$ cat config.mk
export PLATFORM = sky130hd
export DESIGN_NAME = servo_ramp_ctrl_flat
export DESIGN_NICKNAME = d
export VERILOG_FILES = /design/src/rtl/servo_ramp_ctrl_if.sv /design/src/rtl/servo_ramp_ctrl.sv /design/src/flat_wrapper.sv
export SDC_FILE = /design/constraint.sdc
export NUM_CORES = 1
export LEC_CHECK = 0
export ABC_AREA = 1
export CORE_MARGIN = 5
export CORE_UTILIZATION = 45
export CTS_CLUSTER_DIAMETER = 150
export DETAILED_ROUTE_END_ITERATION = 8
export PLACE_DENSITY = 0.76
export SETUP_SLACK_MARGIN = 0.05
export SYNTH_ARGS = -nofsm -noshare
export SYNTH_HDL_FRONTEND = slang
export SYNTH_SLANG_ARGS = --single-unit
$ cat constraint.sdc
create_clock -name clk -period 8.6 [get_ports clk]
set_input_delay 1.72 -clock clk [delete_from_list [all_inputs] [get_ports clk]]
set_output_delay 1.72 -clock clk [all_outputs]
set_load 0.01 [all_outputs]
$ cat src/rtl/servo_ramp_ctrl_if.sv
// Command handshake carrying a requested servo duty and slew step into servo_ramp_ctrl.
interface servo_ramp_ctrl_if #(
  parameter int unsigned WIDTH = 32
);
  logic             cmd_valid;
  logic             cmd_ready;
  logic [WIDTH-1:0] cmd_target;
  logic [WIDTH-1:0] cmd_step;

  modport master (
    output cmd_valid,
    output cmd_target,
    output cmd_step,
    input  cmd_ready
  );

  modport slave (
    input  cmd_valid,
    input  cmd_target,
    input  cmd_step,
    output cmd_ready
  );
endinterface

$ cat src/rtl/servo_ramp_ctrl.sv
// Rate-limited servo duty generator: slews d toward a clamped target by a fixed step,
// updating only on PWM frame boundaries so pwm_servos never sees a mid-period change.
module servo_ramp_ctrl #(
  parameter int unsigned WIDTH  = 32,
  parameter int unsigned D_MIN  = 100,
  parameter int unsigned D_MAX  = 200,
  parameter int unsigned D_INIT = 150
) (
  input  logic             clk,
  input  logic             res,
  input  logic [WIDTH-1:0] t,
  servo_ramp_ctrl_if.slave cmd,
  output logic [WIDTH-1:0] d,
  output logic             frame,
  output logic             busy,
  output logic             done
);

  localparam logic [WIDTH-1:0] DMIN_W  = WIDTH'(D_MIN);
  localparam logic [WIDTH-1:0] DMAX_W  = WIDTH'(D_MAX);
  localparam logic [WIDTH-1:0] DINIT_W = WIDTH'(D_INIT);
  localparam logic [WIDTH-1:0] T_FLOOR = WIDTH'(2);
  localparam logic [WIDTH:0]   ONE_X   = {{WIDTH{1'b0}}, 1'b1};

  localparam logic [0:0] IDLE = 1'b0;
  localparam logic [0:0] RAMP = 1'b1;

  function automatic logic [WIDTH-1:0] clamp_duty(input logic [WIDTH-1:0] v);
    if (v < DMIN_W) return DMIN_W;
    if (v > DMAX_W) return DMAX_W;
    return v;
  endfunction

  logic [WIDTH-1:0] cnt_q, cnt_d;
  logic [WIDTH-1:0] t_eff;
  logic [WIDTH:0]   cnt_inc, cnt_last;
  logic             frame_q, frame_d;

  logic [0:0]       state_q, state_d;
  logic [WIDTH-1:0] d_q, d_d;
  logic [WIDTH-1:0] tgt_q, tgt_d;
  logic [WIDTH-1:0] stp_q, stp_d;
  logic             done_q, done_d;

  logic             accept;
  logic [WIDTH-1:0] tgt_new;
  logic             up;
  logic [WIDTH-1:0] diff;

  // Frame counter: the wrap is driven by the frame pulse itself, so a shrinking t
  // that leaves cnt beyond the new end still produces one frame and a clean wrap.
  always_comb begin
    t_eff    = (t < T_FLOOR) ? T_FLOOR : t;
    cnt_inc  = {1'b0, cnt_q} + ONE_X;
    cnt_last = {1'b0, t_eff} - ONE_X;
    cnt_d    = frame_q ? '0 : cnt_inc[WIDTH-1:0];
    frame_d  = ~frame_q & (cnt_inc >= cnt_last);
  end

  assign cmd.cmd_ready = (state_q == IDLE) & res;
  assign accept        = cmd.cmd_valid & cmd.cmd_ready;
  assign tgt_new       = clamp_duty(cmd.cmd_target);

  // Differences are taken in the direction of motion so they never underflow.
  assign up   = (tgt_q > d_q);
  assign diff = up ? (tgt_q - d_q) : (d_q - tgt_q);

  always_comb begin
    state_d = state_q;
    d_d     = d_q;
    tgt_d   = tgt_q;
    stp_d   = stp_q;
    done_d  = 1'b0;
    case (state_q)
      IDLE: begin
        if (accept) begin
          tgt_d = tgt_new;
          stp_d = cmd.cmd_step;
          if (tgt_new == d_q) done_d = 1'b1;
          else                state_d = RAMP;
        end
      end
      RAMP: begin
        if (frame_q) begin
          if ((stp_q == '0) || (diff <= stp_q)) begin
            d_d     = tgt_q;
            state_d = IDLE;
            done_d  = 1'b1;
          end else begin
            d_d = up ? (d_q + stp_q) : (d_q - stp_q);
          end
        end
      end
      default: state_d = IDLE;
    endcase
  end

  always_ff @(posedge clk) begin
    if (!res) begin
      state_q <= IDLE;
      d_q     <= DINIT_W;
      cnt_q   <= '0;
      frame_q <= 1'b0;
      done_q  <= 1'b0;
    end else begin
      state_q <= state_d;
      d_q     <= d_d;
      cnt_q   <= cnt_d;
      frame_q <= frame_d;
      done_q  <= done_d;
    end
  end

  // Target and step are only consulted after an accept, so they carry no reset.
  always_ff @(posedge clk) begin
    tgt_q <= tgt_d;
    stp_q <= stp_d;
  end

  assign d     = d_q;
  assign frame = frame_q;
  assign busy  = (state_q == RAMP);
  assign done  = done_q;

endmodule

$ cat src/flat_wrapper.sv
// flat-port wrapper written by rule: the top's interface ports become plain ports
module servo_ramp_ctrl_flat 
#(
  parameter int unsigned WIDTH  = 32,
  parameter int unsigned D_MIN  = 100,
  parameter int unsigned D_MAX  = 200,
  parameter int unsigned D_INIT = 150
)
  (clk, res, t, d, frame, busy, done, cmd_cmd_valid, cmd_cmd_target, cmd_cmd_step, cmd_cmd_ready);
  servo_ramp_ctrl_if #(.WIDTH(WIDTH)) cmd_i ();
  input  logic clk;
  input  logic res;
  input  logic [WIDTH-1:0] t;
  output logic [WIDTH-1:0] d;
  output logic frame;
  output logic busy;
  output logic done;
  input wire logic [$bits(cmd_i.cmd_valid)-1:0] cmd_cmd_valid;
  input wire logic [$bits(cmd_i.cmd_target)-1:0] cmd_cmd_target;
  input wire logic [$bits(cmd_i.cmd_step)-1:0] cmd_cmd_step;
  output wire logic [$bits(cmd_i.cmd_ready)-1:0] cmd_cmd_ready;
  assign cmd_i.cmd_valid = cmd_cmd_valid;
  assign cmd_i.cmd_target = cmd_cmd_target;
  assign cmd_i.cmd_step = cmd_cmd_step;
  assign cmd_cmd_ready = cmd_i.cmd_ready;
  servo_ramp_ctrl #(.WIDTH(WIDTH), .D_MIN(D_MIN), .D_MAX(D_MAX), .D_INIT(D_INIT)) u_core (.clk(clk), .res(res), .t(t), .cmd(cmd_i), .d(d), .frame(frame), .busy(busy), .done(done));
endmodule
Word level (Yosys, flattened, before mapping)
Index checks and enable logic that the tools add are counted.
{ "totals": {"input_bits": 99, "elab_cells": 52, "out_inout_bits": 36, "ff_bits": 131} }
{ "op_classes": {"eq_ne": 1, "order_cmp": 6, "n_reduce_logical": 5, "n_addsub": 6, "mux": 21, "bitwise": 6} }
{ "ops": {"columns": ["op", "n"], "rows": [
  ["$mux 32", 8],
  ["$sub 32x32->32", 3],
  ["$add 32x1->33 const B", 1],
  ["$ge 33x33->1", 1],
  ["$sub 32x1->33 const B", 1],
  ["$add 32x32->32", 1],
  ["$eq 32x32->1", 1],
  ["$gt 32x32->1", 1],
  ["$gt 32x8->1 const B", 1],
  ["$le 32x32->1", 1],
  ["$logic_not 32->1", 1],
  ["$lt 32x2->1 const B", 1],
  ["$lt 32x7->1 const B", 1],
  ["$mux 1", 11],
  ["$pmux 1 s2", 2],
  ["$reduce_and 2->1", 2],
  ["$and 1x1->1", 3],
  ["$not 1->1", 3],
  ["$reduce_or 2->1", 1],
  ["$logic_or 1x1->1", 1]
]} }

Longest topological paths before layout
Gate-level depths: netlist (run 1).
{ "depth": {"word_depth": 9, "ltp_mapped": 34, "depth_no_buf": 32} }

Worst setup path before layout (run 1)
Ideal clock, no wire load.
{ "synth_path": {"kind": "input to register", "from": "input res", "to": "register u_core.stp_q[0] (enable)", "arrival_time_ns": 6.556, "path_buffers": 0, "slack_ns": 1.461, "cell_stages": 2, "setup_ns": 0.583, "t_required_ns": 8.017, "path_cell_list": "inv_2 -> nor3b_1"} }
{ "synth_via": {"elab_chain_cells": 3} }
{ "synth_rtl": {"columns": ["element", "line", "rtl"], "rows": [
  ["from (decl)", "flat_wrapper.sv:12", "input logic res;"],
  ["$and 1x1->1", "servo_ramp_ctrl.sv:60", "assign cmd.cmd_ready = (state_q == IDLE) & res;"],
  ["$and 1x1->1", "servo_ramp_ctrl.sv:61", "assign accept = cmd.cmd_valid & cmd.cmd_ready;"],
  ["$reduce_and 2->1 (no source line)", null, null],
  ["to (signal assigned)", "servo_ramp_ctrl.sv:117", "stp_q <= stp_d;"],
  ["to (decl)", "servo_ramp_ctrl.sv:42", "logic [WIDTH-1:0] stp_q, stp_d;"]
]} }
Every way passes these cells.
A chain may end at the register's enable or synchronous reset.

Final worst setup path (run 1)
{ "layout_path": {"from": "register u_core.d_q[20], in the netlist u_core.d[20]", "to": "register u_core.d_q[5], in the netlist u_core.d[5]"} }
{ "layout_via": {"elab_chain_cells": 5, "word_cells_on_any_way": 8, "classes_between": "2 x add/sub; 2 x order compare; 3 x mux; 1 x reduce/logical"} }
{ "layout_rtl": {"columns": ["element", "line", "rtl"], "rows": [
  ["from (decl)", "servo_ramp_ctrl.sv:40", "logic [WIDTH-1:0] d_q, d_d;"],
  ["from (signal assigned)", "servo_ramp_ctrl.sv:101", "d_q <= DINIT_W;"],
  ["from (signal assigned)", "servo_ramp_ctrl.sv:107", "d_q <= d_d;"],
  ["$sub 32x32->32 or $gt 32x32->1 (tied branches)", "servo_ramp_ctrl.sv:66, servo_ramp_ctrl.sv:65", null],
  ["$mux 32", "servo_ramp_ctrl.sv:66", "assign diff = up ? (tgt_q - d_q) : (d_q - tgt_q);"],
  ["$le 32x32->1", "servo_ramp_ctrl.sv:85", "if ((stp_q == '0) || (diff <= stp_q)) begin"],
  ["$logic_or 1x1->1", "servo_ramp_ctrl.sv:85", null],
  ["$mux 32 *", "servo_ramp_ctrl.sv:85", null]
]} }
Mark *: on every way between the ends. The rest lies on a longest branch, timed or not.

==> results of run 1 <==
-- how the worst max path moves through the flow --
stage	startpoint	to	slack, ns	depth (start not counted)
after floorplan	res	u_core.stp_q[0]	1.46	2
after global placement	u_core.d[20]	u_core.d[31]	1.61	27
after detailed placement	u_core.d[20]	u_core.d[28]	1.52	27
after CTS	u_core.d[20]	u_core.d[5]	1.47	27
after global routing	u_core.d[6]	u_core.d[31]	0.89	30
final	u_core.d[20]	u_core.d[5]	1.39	27
-- Yosys cell counts (4+ instances only) --
| cell | instances | area share [%] |
|---|---|---|
| sky130_fd_sc_hd__nand2_2 | 14 | 0.59 |
| sky130_fd_sc_hd__nand3b_1 | 7 | 0.36 |
| sky130_fd_sc_hd__nor2_4 | 7 | 0.53 |
| sky130_fd_sc_hd__a21boi_0 | 6 | 0.30 |
| sky130_fd_sc_hd__edfxtp_1 | 64 | 13 |
| sky130_fd_sc_hd__nand4_1 | 27 | 1.1 |
| sky130_fd_sc_hd__a21o_1 | 8 | 0.41 |
| sky130_fd_sc_hd__o21ai_1 | 17 | 0.58 |
| sky130_fd_sc_hd__nand3_1 | 115 | 3.9 |
| sky130_fd_sc_hd__inv_1 | 358 | 9.1 |
| sky130_fd_sc_hd__o21a_1 | 11 | 0.56 |
| sky130_fd_sc_hd__nor2_2 | 8 | 0.34 |
| sky130_fd_sc_hd__buf_4 | 6 | 0.30 |
| sky130_fd_sc_hd__dfxtp_1 | 67 | 9.1 |
| sky130_fd_sc_hd__xor2_1 | 108 | 6.4 |
| sky130_fd_sc_hd__nor2_1 | 294 | 7.5 |
| sky130_fd_sc_hd__a31oi_1 | 9 | 0.38 |
| sky130_fd_sc_hd__nor4_1 | 14 | 0.59 |
| sky130_fd_sc_hd__inv_2 | 13 | 0.33 |
| sky130_fd_sc_hd__o21ai_0 | 73 | 2.5 |
| sky130_fd_sc_hd__nor3_2 | 4 | 0.27 |
| sky130_fd_sc_hd__buf_2 | 13 | 0.44 |
| sky130_fd_sc_hd__nor3_1 | 46 | 1.6 |
| sky130_fd_sc_hd__buf_6 | 6 | 0.46 |
| sky130_fd_sc_hd__nand3_2 | 6 | 0.41 |
| sky130_fd_sc_hd__nand2_1 | 499 | 13 |
| sky130_fd_sc_hd__or2_2 | 5 | 0.21 |
| sky130_fd_sc_hd__xnor2_1 | 35 | 2.1 |
| sky130_fd_sc_hd__o21bai_1 | 18 | 0.91 |
| sky130_fd_sc_hd__ha_1 | 162 | 14 |
| sky130_fd_sc_hd__o211ai_1 | 6 | 0.30 |
| sky130_fd_sc_hd__a21oi_2 | 4 | 0.24 |
| sky130_fd_sc_hd__a21oi_1 | 193 | 6.5 |
| sky130_fd_sc_hd__clkbuf_1 | 10 | 0.25 |
-- state kept, by name, summed over array words and instances (netlist names) --
register      flops
u_core.busy       1
u_core.cnt_q     32
u_core.d         32
u_core.done       1
u_core.frame      1
u_core.stp_q     32
u_core.tgt_q     32
-- logic make-up after synthesis --
group | count (synthesis)
compound gates | 358
xor+xnor | 143
fa+ha+maj | 165
buf+inv | 407
flops | 131
mux | 3
other cells | 1
simple gates | 1055
-- critical path: stages, from the launching register on --
cell                      delay, ns
sky130_fd_sc_hd__dfxtp_1       0.53
sky130_fd_sc_hd__inv_1         0.21
sky130_fd_sc_hd__ha_1          0.45
sky130_fd_sc_hd__nand2_1       0.16
sky130_fd_sc_hd__nor2_2        0.23
sky130_fd_sc_hd__nand2_2       0.13
sky130_fd_sc_hd__nor2_4        0.15
sky130_fd_sc_hd__nand4_2       0.15
sky130_fd_sc_hd__nand2_4       0.60
sky130_fd_sc_hd__inv_2         0.57
sky130_fd_sc_hd__nand2_1       0.21
sky130_fd_sc_hd__nand2_1       0.13
sky130_fd_sc_hd__xnor2_1       0.26
sky130_fd_sc_hd__inv_1         0.09
sky130_fd_sc_hd__ha_1          0.30
sky130_fd_sc_hd__nand2_1       0.05
sky130_fd_sc_hd__inv_1         0.07
sky130_fd_sc_hd__nand3_1       0.07
sky130_fd_sc_hd__nor2_1        0.09
sky130_fd_sc_hd__inv_1         0.06
sky130_fd_sc_hd__nor4_1        0.63
sky130_fd_sc_hd__nand2_1       0.12
sky130_fd_sc_hd__nand2_1       0.10
sky130_fd_sc_hd__nand3_2       0.58
sky130_fd_sc_hd__inv_2         0.72
sky130_fd_sc_hd__nand2_1       0.13
sky130_fd_sc_hd__nand3_1       0.10
sky130_fd_sc_hd__a21oi_1       0.08
-- power by group through the flow --
| stage | Combinational, mW | Clock [mW] | Sequential, mW |
|---|---|---|---|
| final | 0.474 | 0.687 | 0.688 |
| after global routing | 0.526 | 0.722 | 0.689 |
| after CTS | 0.465 | 0.694 | 0.687 |
| after detailed placement | 0.461 | 0 | 0.701 |
| after global placement | 0.455 | 0 | 0.700 |
| after floorplan | 0.312 | 0 | 0.696 |
-- per-layer routing --
metal  up-vias  part of all wire (%)  GRT usage [%]
met5         -                 0.024              0
met4         2                   4.0           11.5
met3        96                   6.9           4.86
met2       590                    45           47.5
met1      7269                    44           38.7
li1       7584                     -              -
-- through the flow --
stage	utilization, %	instance area [µm²]	instances	setup WS [ns]
6_report	52.6	17100	2861	1.39
5_1_grt	52.6	17100	2861	0.894
4_1_cts	52.6	17100	2861	1.47
3_5_place_dp	51.0	16600	2829	1.52
3_3_place_gp	51.0	16600	2829	1.61
2_1_floorplan	-	14900	2286	1.46
-- final cells by class --
cell class                      count  area, µm²
Fill cell                        3265      15400
Tap cell                          442        553
Inverter                          372       1400
Clock inverter                     11       88.8
Sequential cell                   131       3260
Multi-Input combinational cell   1748       9990
Timing Repair Buffer              136       1360
Clock buffer                       21        440
==> results by group, run 1 <==
Run status
  – Status: finished, final reports clean

Finish
  – Area added between synthesis and finish: 15.7%
  – Inserted Diodes: 0
  – Most frequent cells in the layout: sky130_fd_sc_hd__nand2_1 (499), sky130_fd_sc_hd__inv_1 (358), sky130_fd_sc_hd__nor2_1 (294)
  – NumNets Final: 2670
  – Share of layout cells above drive strength 1: 4.05%
  – Most common cell after layout, fill and taps aside: sky130_fd_sc_hd__nand2_1

Route
  – Drt first pass iters: 6
  – First-iteration detailed-routing DRC count: 1359
  – Antenna-violating nets left: 0
  – Average wire per cell in the routed design: 18.9 µm
  – Residual DRC: 0
  – Total vias in the final route: 15500
  – Detailed-route vias per instance: 5.43
  – Wire length reported by the detailed router: 54100 µm

Logic synthesis
  – Simple-gate share of the synthesized area: 30.7%
  – Sequential area share after synthesis: 22.1%
  – Mux contribution to synthesized area: 0.203%
  – Fraction of the mapped netlist area in compound gates: 13.5%
  – Number of enable-type register cells in the synthesized netlist: 64
  – XOR/XNOR Fraction of Synth Area: 8.48%
  – Mean area per synthesized cell: 6.53 µm²
  – Fraction of synthesis flops using an asynchronous set or reset pin: 0%
  – Combinational family with the most area after synthesis: simple AND/OR/NAND/NOR gates
  – Adder-cell share of the synthesized area: 14.1%
  – Post-synth cell types: 53
  – Post-synthesis instance total: 2263
  – Top FF cell, synth: sky130_fd_sc_hd__dfxtp_1
  – Number of warnings issued by yosys: 0
  – Number of register bits inferred by synthesis: 131
  – Mapped Area: 0.0148 mm²

Die
  – Die Outline Area: 0.0365 mm²
  – Core Area: 0.0325 mm²
  – Top-level I/O count: 135
  – Chip height: 191 µm
  – Initial standard-cell utilization of the core: 45.5%
  – Die span in x: 191 µm
  – Placement Rows: 66

Clock network
  – Number of buffers on the longest clock path: 2
  – Buffer count from post-CTS setup fixing: 0
  – CTS buffer count: 17
  – CTS tree: built
  – Post-cts sizing count: 0
  – Cell chosen for the clock root: sky130_fd_sc_hd__clkbuf_16
  – CTS sink cnt: 131
  – Register clock-pin slew on the reported worst setup and hold paths: 0.06 ns
  – CTS Hold Buffers Added: 0
  – Worst-Skew Late Latency: 0.44 ns
  – Number of levels the H-tree was split into: 4

Setup path
  – Kind of end point of the critical path: register
  – Arrival time of the worst setup path: 7.50 ns
  – Worst Setup Path Type: register to register
  – Setup slack of the worst register-to-register path: 1.39 ns
  – Worst flop-to-flop path startpoint: u_core.d[20]
  – Crit Reg-Reg Endpoint: u_core.d[5]
  – Highest fanout seen on the critical path: 52
  – Element type at the critical path start: register
  – Number of cells on the worst reg-to-reg path: 27
  – Worst EP required: 8.88 ns

Power and ir drop
  – VDD IR max: 0.0983 mV
  – Total design power: 1.85 mW
  – Sequential fraction of design power: 37.2%
  – Part of the power in the clock network: 37.1%
  – Int Pwr: 1.24 mW
  – Net switching component of the power: 0.612 mW
  – Switching portion of total power: 33.1%
  – Power density over the cells: 108 mW/mm²
  – Combinational Power Share: 25.6%
  – Static leakage: 7.96 nW

Run
  – Max Cap Viol: 0

STA
  – Transition time of the tightest slew-check pin: 1.02 ns
  – Maximum operating frequency: 139 MHz
  – Hold Violations, Final: 0
  – Total negative slack for setup checks: 0 ns
  – Final critical path time including I/O delays and setup: 7.21 ns
  – Post-route fraction of the period consumed by the critical path: 83.9%
  – RSZ-0062 raised after global routing: false
  – # setup viols final: 0
  – Worst relative slew slack: 31.0%
  – Hold slack final: 0.495 ns
  – Final Slew Violations: 0
  – Worst-case clock skew: 0.0147 ns

Hold path
  – Hold Crit Depth: 1
  – Launch point of the worst hold path: u_core.cnt_q[0]
  – Capture endpoint of the worst hold path: u_core.cnt_q[0]
  – Hold/Removal Path Class: register to register

Placed design
  – Port Buffers: 134
  – Placer Congestion: 1.02
  – Hpwl dp: 45200 µm

GRT
  – Wire length of the first global-routing pass: 82400 µm
  – Via count of the first global-routing pass: 15200
  – Antenna violations before repair: 1
  – GRT Residual Overflow: 0
  – Total GRT Usage: 29.2%
  – Largest net degree at the start of global routing: 67
(Power assumes the default switching activity.)
==> run 2, diff against run 1 <==
clock period = 7.2 ns   (was 8.6 ns; I/O delays follow)
==> run 2 against run 1 <==
Via count is 0.17% higher; cell count is essentially flat; utilization rose by 0.34 points; clock skew is 0.0019 ns lower; sequential share of layout area shrank 0.12 points; combinational power is 19% higher; die area unchanged; setup slack better by 0.11 ns; power rose by 25%.
==> results by group, run 2 (synthesis gave the netlist of run 1 again) <==
Clock network
  – Cell chosen for the clock root: sky130_fd_sc_hd__clkbuf_16
  – CTS buffer count: 17
  – Post-cts sizing count: 0
  – CTS sink cnt: 131
  – Worst-Skew Late Latency: 0.44 ns
  – CTS tree: built
  – Register clock-pin slew on the reported worst setup and hold paths: 0.06 ns
  – CTS Hold Buffers Added: 0
  – Number of levels the H-tree was split into: 4
  – Buffer count from post-CTS setup fixing: 0
  – Number of buffers on the longest clock path: 2

GRT
  – Antenna violations before repair: 0
  – GRT Residual Overflow: 0
  – Wire length of the first global-routing pass: 80400 µm
  – Total GRT Usage: 27.8%
  – Largest net degree at the start of global routing: 67
  – Via count of the first global-routing pass: 15300

Setup path
  – Setup slack of the worst register-to-register path: 1.49 ns
  – Worst Setup Path Type: register to register
  – Arrival time of the worst setup path: 5.99 ns
  – Kind of end point of the critical path: register
  – Worst EP required: 7.48 ns
  – Element type at the critical path start: register
  – Highest fanout seen on the critical path: 39

Placed design
  – Hpwl dp: 43000 µm
  – Port Buffers: 134
  – Placer Congestion: 1.01
  – Placed Cells: 2831
  – Area after detailed placement: 0.0166 mm²

Run status
  – Status: finished, final reports clean

Die
  – Die Outline Area: 0.0365 mm²
  – Core Area: 0.0325 mm²
  – Chip height: 191 µm
  – Top-level I/O count: 135
  – Placement Rows: 66
  – Initial standard-cell utilization of the core: 45.5%
  – Die span in x: 191 µm

Finish
  – Layout Cells excl Fill: 2863
  – Inserted Diodes: 0
  – Most frequent cells in the layout: sky130_fd_sc_hd__nand2_1 (499), sky130_fd_sc_hd__inv_1 (358), sky130_fd_sc_hd__nor2_1 (294)
  – NumNets Final: 2672
  – Filler cells: 3188
  – Share of layout cells above drive strength 1: 4.42%
  – Most common cell after layout, fill and taps aside: sky130_fd_sc_hd__nand2_1
  – Area of all placed cells without fillers: 0.0172 mm²
  – Area added between synthesis and finish: 16.4%

Power and ir drop
  – Total design power: 2.32 mW
  – VDD IR max: 0.126 mV
  – Sequential fraction of design power: 35.4%
  – Int Pwr: 1.56 mW
  – Static leakage: 8.01 nW
  – Power density over the cells: 135 mW/mm²
  – Switching portion of total power: 32.5%
  – Combinational Power Share: 24.3%
  – Part of the power in the clock network: 40.3%
  – Net switching component of the power: 0.754 mW

Route
  – Average wire per cell in the routed design: 18.0 µm
  – Wire length reported by the detailed router: 51600 µm
  – Detailed-route vias per instance: 5.44
  – Antenna-violating nets left: 0
  – Residual DRC: 0
  – Drt first pass iters: 6
  – First-iteration detailed-routing DRC count: 1421
  – Total vias in the final route: 15600

STA
  – Final critical path time including I/O delays and setup: 5.71 ns
  – Final Slew Violations: 0
  – # setup viols final: 0
  – Transition time of the tightest slew-check pin: 1.02 ns
  – Worst-case clock skew: 0.0128 ns
  – Hold Violations, Final: 0
  – Post-route fraction of the period consumed by the critical path: 79.3%
  – Worst relative slew slack: 32.1%
  – RSZ-0062 raised after global routing: false
  – Maximum operating frequency: 175 MHz
  – Total negative slack for setup checks: 0 ns

Run
  – Max Cap Viol: 0

Hold path
  – Hold/Removal Path Class: register to register
[run 2: cell count changes in the layout (fill, tap and decap cells not counted), sizes merged]
| cell | previous run | this run |
|---|---|---|
| inv | 371 | 377 |
| clkbuf | 21 | 17 |
| clkinv | 9 | 5 |
| buf | 2 | 4 |
| bufinv | 1 | 3 |
[run 2: worst paths after layout]
check / depth (start not counted) / startpoint / to
min reg2reg: 1 / u_core.cnt_q[0] / u_core.cnt_q[0]
min: 1 / u_core.cnt_q[0] / u_core.cnt_q[0]
max: 27 / u_core.d[25] / u_core.d[26]
max reg2reg: 27 / u_core.d[25] / u_core.d[26]
[run 2: per-layer routing]
layer | global-route usage [%] | wire, µm
met2 | 46.6 | 23500
met3 | 3.05 | 3280
met5 | 0 | 0
met4 | 11.9 | 2380
met1 | 36.5 | 22400
[run 2: power groups by stage]
stage               Combinational (mW)  Clock [mW]  Sequential [mW]
floorplan                        0.372           0            0.832
global placement                 0.541           0            0.836
detailed placement               0.547           0            0.836
CTS                              0.552       0.940            0.820
global route                     0.622       0.975            0.822
finish                           0.563       0.934            0.821
[run 2: cell type report]
| type | instances | area [µm²] | share of cell area (%) |
|---|---|---|---|
| Multi-Input combinational cell | 1748 | 9990 | 58.1 |
| Sequential cell | 131 | 3260 | 19.0 |
| Inverter | 372 | 1400 | 8.12 |
| Timing Repair Buffer | 138 | 1370 | 7.98 |
| Tap cell | 442 | 553 | 3.22 |
| Clock buffer | 17 | 425 | 2.47 |
| Clock inverter | 15 | 198 | 1.15 |
[run 2: worst max-delay path, stage by stage (launching register included)]
cell and delay, ns:
sky130_fd_sc_hd__dfxtp_1 0.46, sky130_fd_sc_hd__inv_1 0.21, sky130_fd_sc_hd__ha_1 0.55, sky130_fd_sc_hd__nand2_1 0.16, sky130_fd_sc_hd__nor2_1 0.23, sky130_fd_sc_hd__nand2_1 0.18, sky130_fd_sc_hd__a21oi_1 0.17, sky130_fd_sc_hd__nor2_1 0.07
sky130_fd_sc_hd__nand2_2 0.10, sky130_fd_sc_hd__nand2_4 0.05, sky130_fd_sc_hd__inv_2 0.63, sky130_fd_sc_hd__nand2_1 0.13, sky130_fd_sc_hd__nand2_1 0.14, sky130_fd_sc_hd__xnor2_1 0.18, sky130_fd_sc_hd__inv_1 0.08, sky130_fd_sc_hd__ha_1 0.27
sky130_fd_sc_hd__nand2_1 0.04, sky130_fd_sc_hd__inv_1 0.06, sky130_fd_sc_hd__nand3_1 0.06, sky130_fd_sc_hd__nor2_1 0.08, sky130_fd_sc_hd__inv_1 0.06, sky130_fd_sc_hd__nor4_1 0.52, sky130_fd_sc_hd__nand4_1 0.19, sky130_fd_sc_hd__nand3_2 0.14
sky130_fd_sc_hd__buf_4 0.37, sky130_fd_sc_hd__nand2_1 0.19, sky130_fd_sc_hd__nand3_1 0.13, sky130_fd_sc_hd__a21oi_1 0.08
[run 2: stage by stage]
step / util, % / setup slack [ns] / hold slack (ns)
floorplan: - / 0.341 / 0.433
global placement: 51.1 / 1.65 / 0.455
detailed placement: 51.1 / 1.60 / 0.463
CTS: 53.0 / 1.56 / 0.477
global route: 53.0 / 1.11 / 0.519
finish: 53.0 / 1.49 / 0.471
==> run 3, diff against run 2 <==
clock period = 5.4 ns   (was 7.2 ns; I/O delays follow)
==> run 3 against run 2 <==
Via count rose by 0.54%; wire length increased by 0.27%; utilization up 0.83 points; worst hold slack improved by 0.0055 ns; global-route usage rose by 0.096 points; sequential cell count did not move.
==> results by group, run 3 (synthesis gave the netlist of run 1 again) <==
GRT
  – Wire length of the first global-routing pass: 80900 µm
  – Antenna violations before repair: 2
  – Largest net degree at the start of global routing: 67
  – Total GRT Usage: 27.9%
  – GRT Residual Overflow: 0
  – Via count of the first global-routing pass: 15600

Die
  – Placement Rows: 66
  – Chip height: 191 µm
  – Top-level I/O count: 135
  – Die span in x: 191 µm
  – Initial standard-cell utilization of the core: 45.5%
  – Die Outline Area: 0.0365 mm²
  – Core Area: 0.0325 mm²

STA
  – Smallest setup slack after layout: 0.404 ns
  – Transition time of the tightest slew-check pin: 0.971 ns
  – RSZ-0062 raised after global routing: false
  – Worst-case clock skew: 0.0108 ns
  – Final Slew Violations: 0
  – # setup viols final: 0
  – Post-route fraction of the period consumed by the critical path: 92.5%
  – Maximum operating frequency: 200 MHz
  – Total negative slack for setup checks: 0 ns
  – Final critical path time including I/O delays and setup: 5.00 ns
  – Hold Violations, Final: 0
  – Worst relative slew slack: 35.2%

Finish
  – Filler cells: 3163
  – Share of layout cells above drive strength 1: 6.02%
  – Layout Cells excl Fill: 2902
  – NumNets Final: 2711
  – Area added between synthesis and finish: 18.2%
  – Most common cell after layout, fill and taps aside: sky130_fd_sc_hd__nand2_1
  – Area of all placed cells without fillers: 0.0175 mm²
  – Most frequent cells in the layout: sky130_fd_sc_hd__nand2_1 (499), sky130_fd_sc_hd__inv_1 (358), sky130_fd_sc_hd__nor2_1 (294)
  – Inserted Diodes: 0

Run status
  – Status: finished, final reports clean

Placed design
  – Port Buffers: 134
  – Worst Setup Slack post-DPL: 0.175 ns
  – Hpwl dp: 43000 µm
  – Area after detailed placement: 0.0169 mm²
  – Placed Cells: 2870
  – Placer Congestion: 1.01

Route
  – Drt first pass iters: 8
  – Total vias in the final route: 15700
  – First-iteration detailed-routing DRC count: 1426
  – Wire length reported by the detailed router: 51700 µm
  – Average wire per cell in the routed design: 17.8 µm
  – Antenna-violating nets left: 0
  – Residual DRC: 0
  – Detailed-route vias per instance: 5.39

Clock network
  – Worst-Skew Late Latency: 0.44 ns
  – Cell chosen for the clock root: sky130_fd_sc_hd__clkbuf_16
  – Register clock-pin slew on the reported worst setup and hold paths: 0.06 ns
  – CTS buffer count: 17
  – Number of buffers on the longest clock path: 2
  – CTS tree: built
  – Number of levels the H-tree was split into: 4
  – CTS sink cnt: 131
  – Buffer count from post-CTS setup fixing: 0

Setup path
  – Highest fanout seen on the critical path: 23
  – Critical Path Max Stage Delay: 0.46 ns
  – Kind of end point of the critical path: register
  – Cell mode on critical path: sky130_fd_sc_hd__nand2_1
  – Number of cells on the worst reg-to-reg path: 25
  – Worst EP required: 5.68 ns
  – Arrival time of the worst setup path: 5.28 ns
  – Element type at the critical path start: register
  – Worst Setup Path Type: register to register
  – Slowest CP cell: sky130_fd_sc_hd__dfxtp_1

Power and ir drop
  – Combinational Power Share: 25.7%
  – Static leakage: 8.20 nW
  – Power density over the cells: 173 mW/mm²
  – Switching portion of total power: 32.6%
  – Int Pwr: 2.04 mW
  – VDD IR max: 0.196 mV
  – Part of the power in the clock network: 38.1%
  – Sequential fraction of design power: 36.2%
  – Net switching component of the power: 0.985 mW

Hold path
  – Hold Crit Depth: 1
  – Hold/Removal Path Class: register to register

Run
  – Max Cap Viol: 0
[run 3: per-stage QoR]
step	power, mW	util [%]	hold WS [ns]
floorplan	1.60	-	0.433
global placement	1.85	52.0	0.453
detailed placement	1.87	52.0	0.466
CTS	3.01	53.8	0.481
global route	3.16	53.8	0.511
finish	3.02	53.8	0.476
[run 3: worst paths after layout]
path                                         to  slack, ns       startpoint
worst max-delay path                u_core.d[8]       0.40      u_core.d[2]
worst min-delay path            u_core.cnt_q[0]       0.48  u_core.cnt_q[0]
worst max register to register      u_core.d[8]       0.40      u_core.d[2]
worst min register to register  u_core.cnt_q[0]       0.48  u_core.cnt_q[0]
[run 3: metal layers]
layer  GRT usage, %  wire length, µm
met1           36.6            22200
met2           45.7            23200
met3           4.89             4200
met4           11.6             2160
met5              0               27
[run 3: repair_timing]
item	4_1_cts	5_1_grt
gates resized for setup	0	4
endpoints found under the setup margin	0	34
hold buffers	0	0
[run 3: cell type report]
class	instances	area (µm²)	area share [%]
Clock inverter	14	138	0.788
Sequential cell	131	3260	18.7
Timing Repair Buffer	177	1680	9.60
Clock buffer	18	429	2.46
Multi-Input combinational cell	1748	10000	57.3
Inverter	372	1400	8.00
Tap cell	442	553	3.17
[run 3: critical path, delay by kind of cell (launching register included)]
family | cells | cell delay, ns
xor+xnor | 1 | 0.15
flops | 1 | 0.46
compound gates | 5 | 1.09
simple gates | 12 | 1.79
fa+ha+maj | 2 | 0.70
buf+inv | 5 | 0.65
[run 3: power groups by stage]
stage                     combinational [mW]  sequential (mW)  clock (mW)
final                                  0.777             1.09        1.15
after global routing                   0.857             1.10        1.20
after CTS                              0.759             1.09        1.16
after detailed placement               0.753             1.11           0
after global placement                 0.739             1.11           0
after floorplan                        0.497             1.11           0
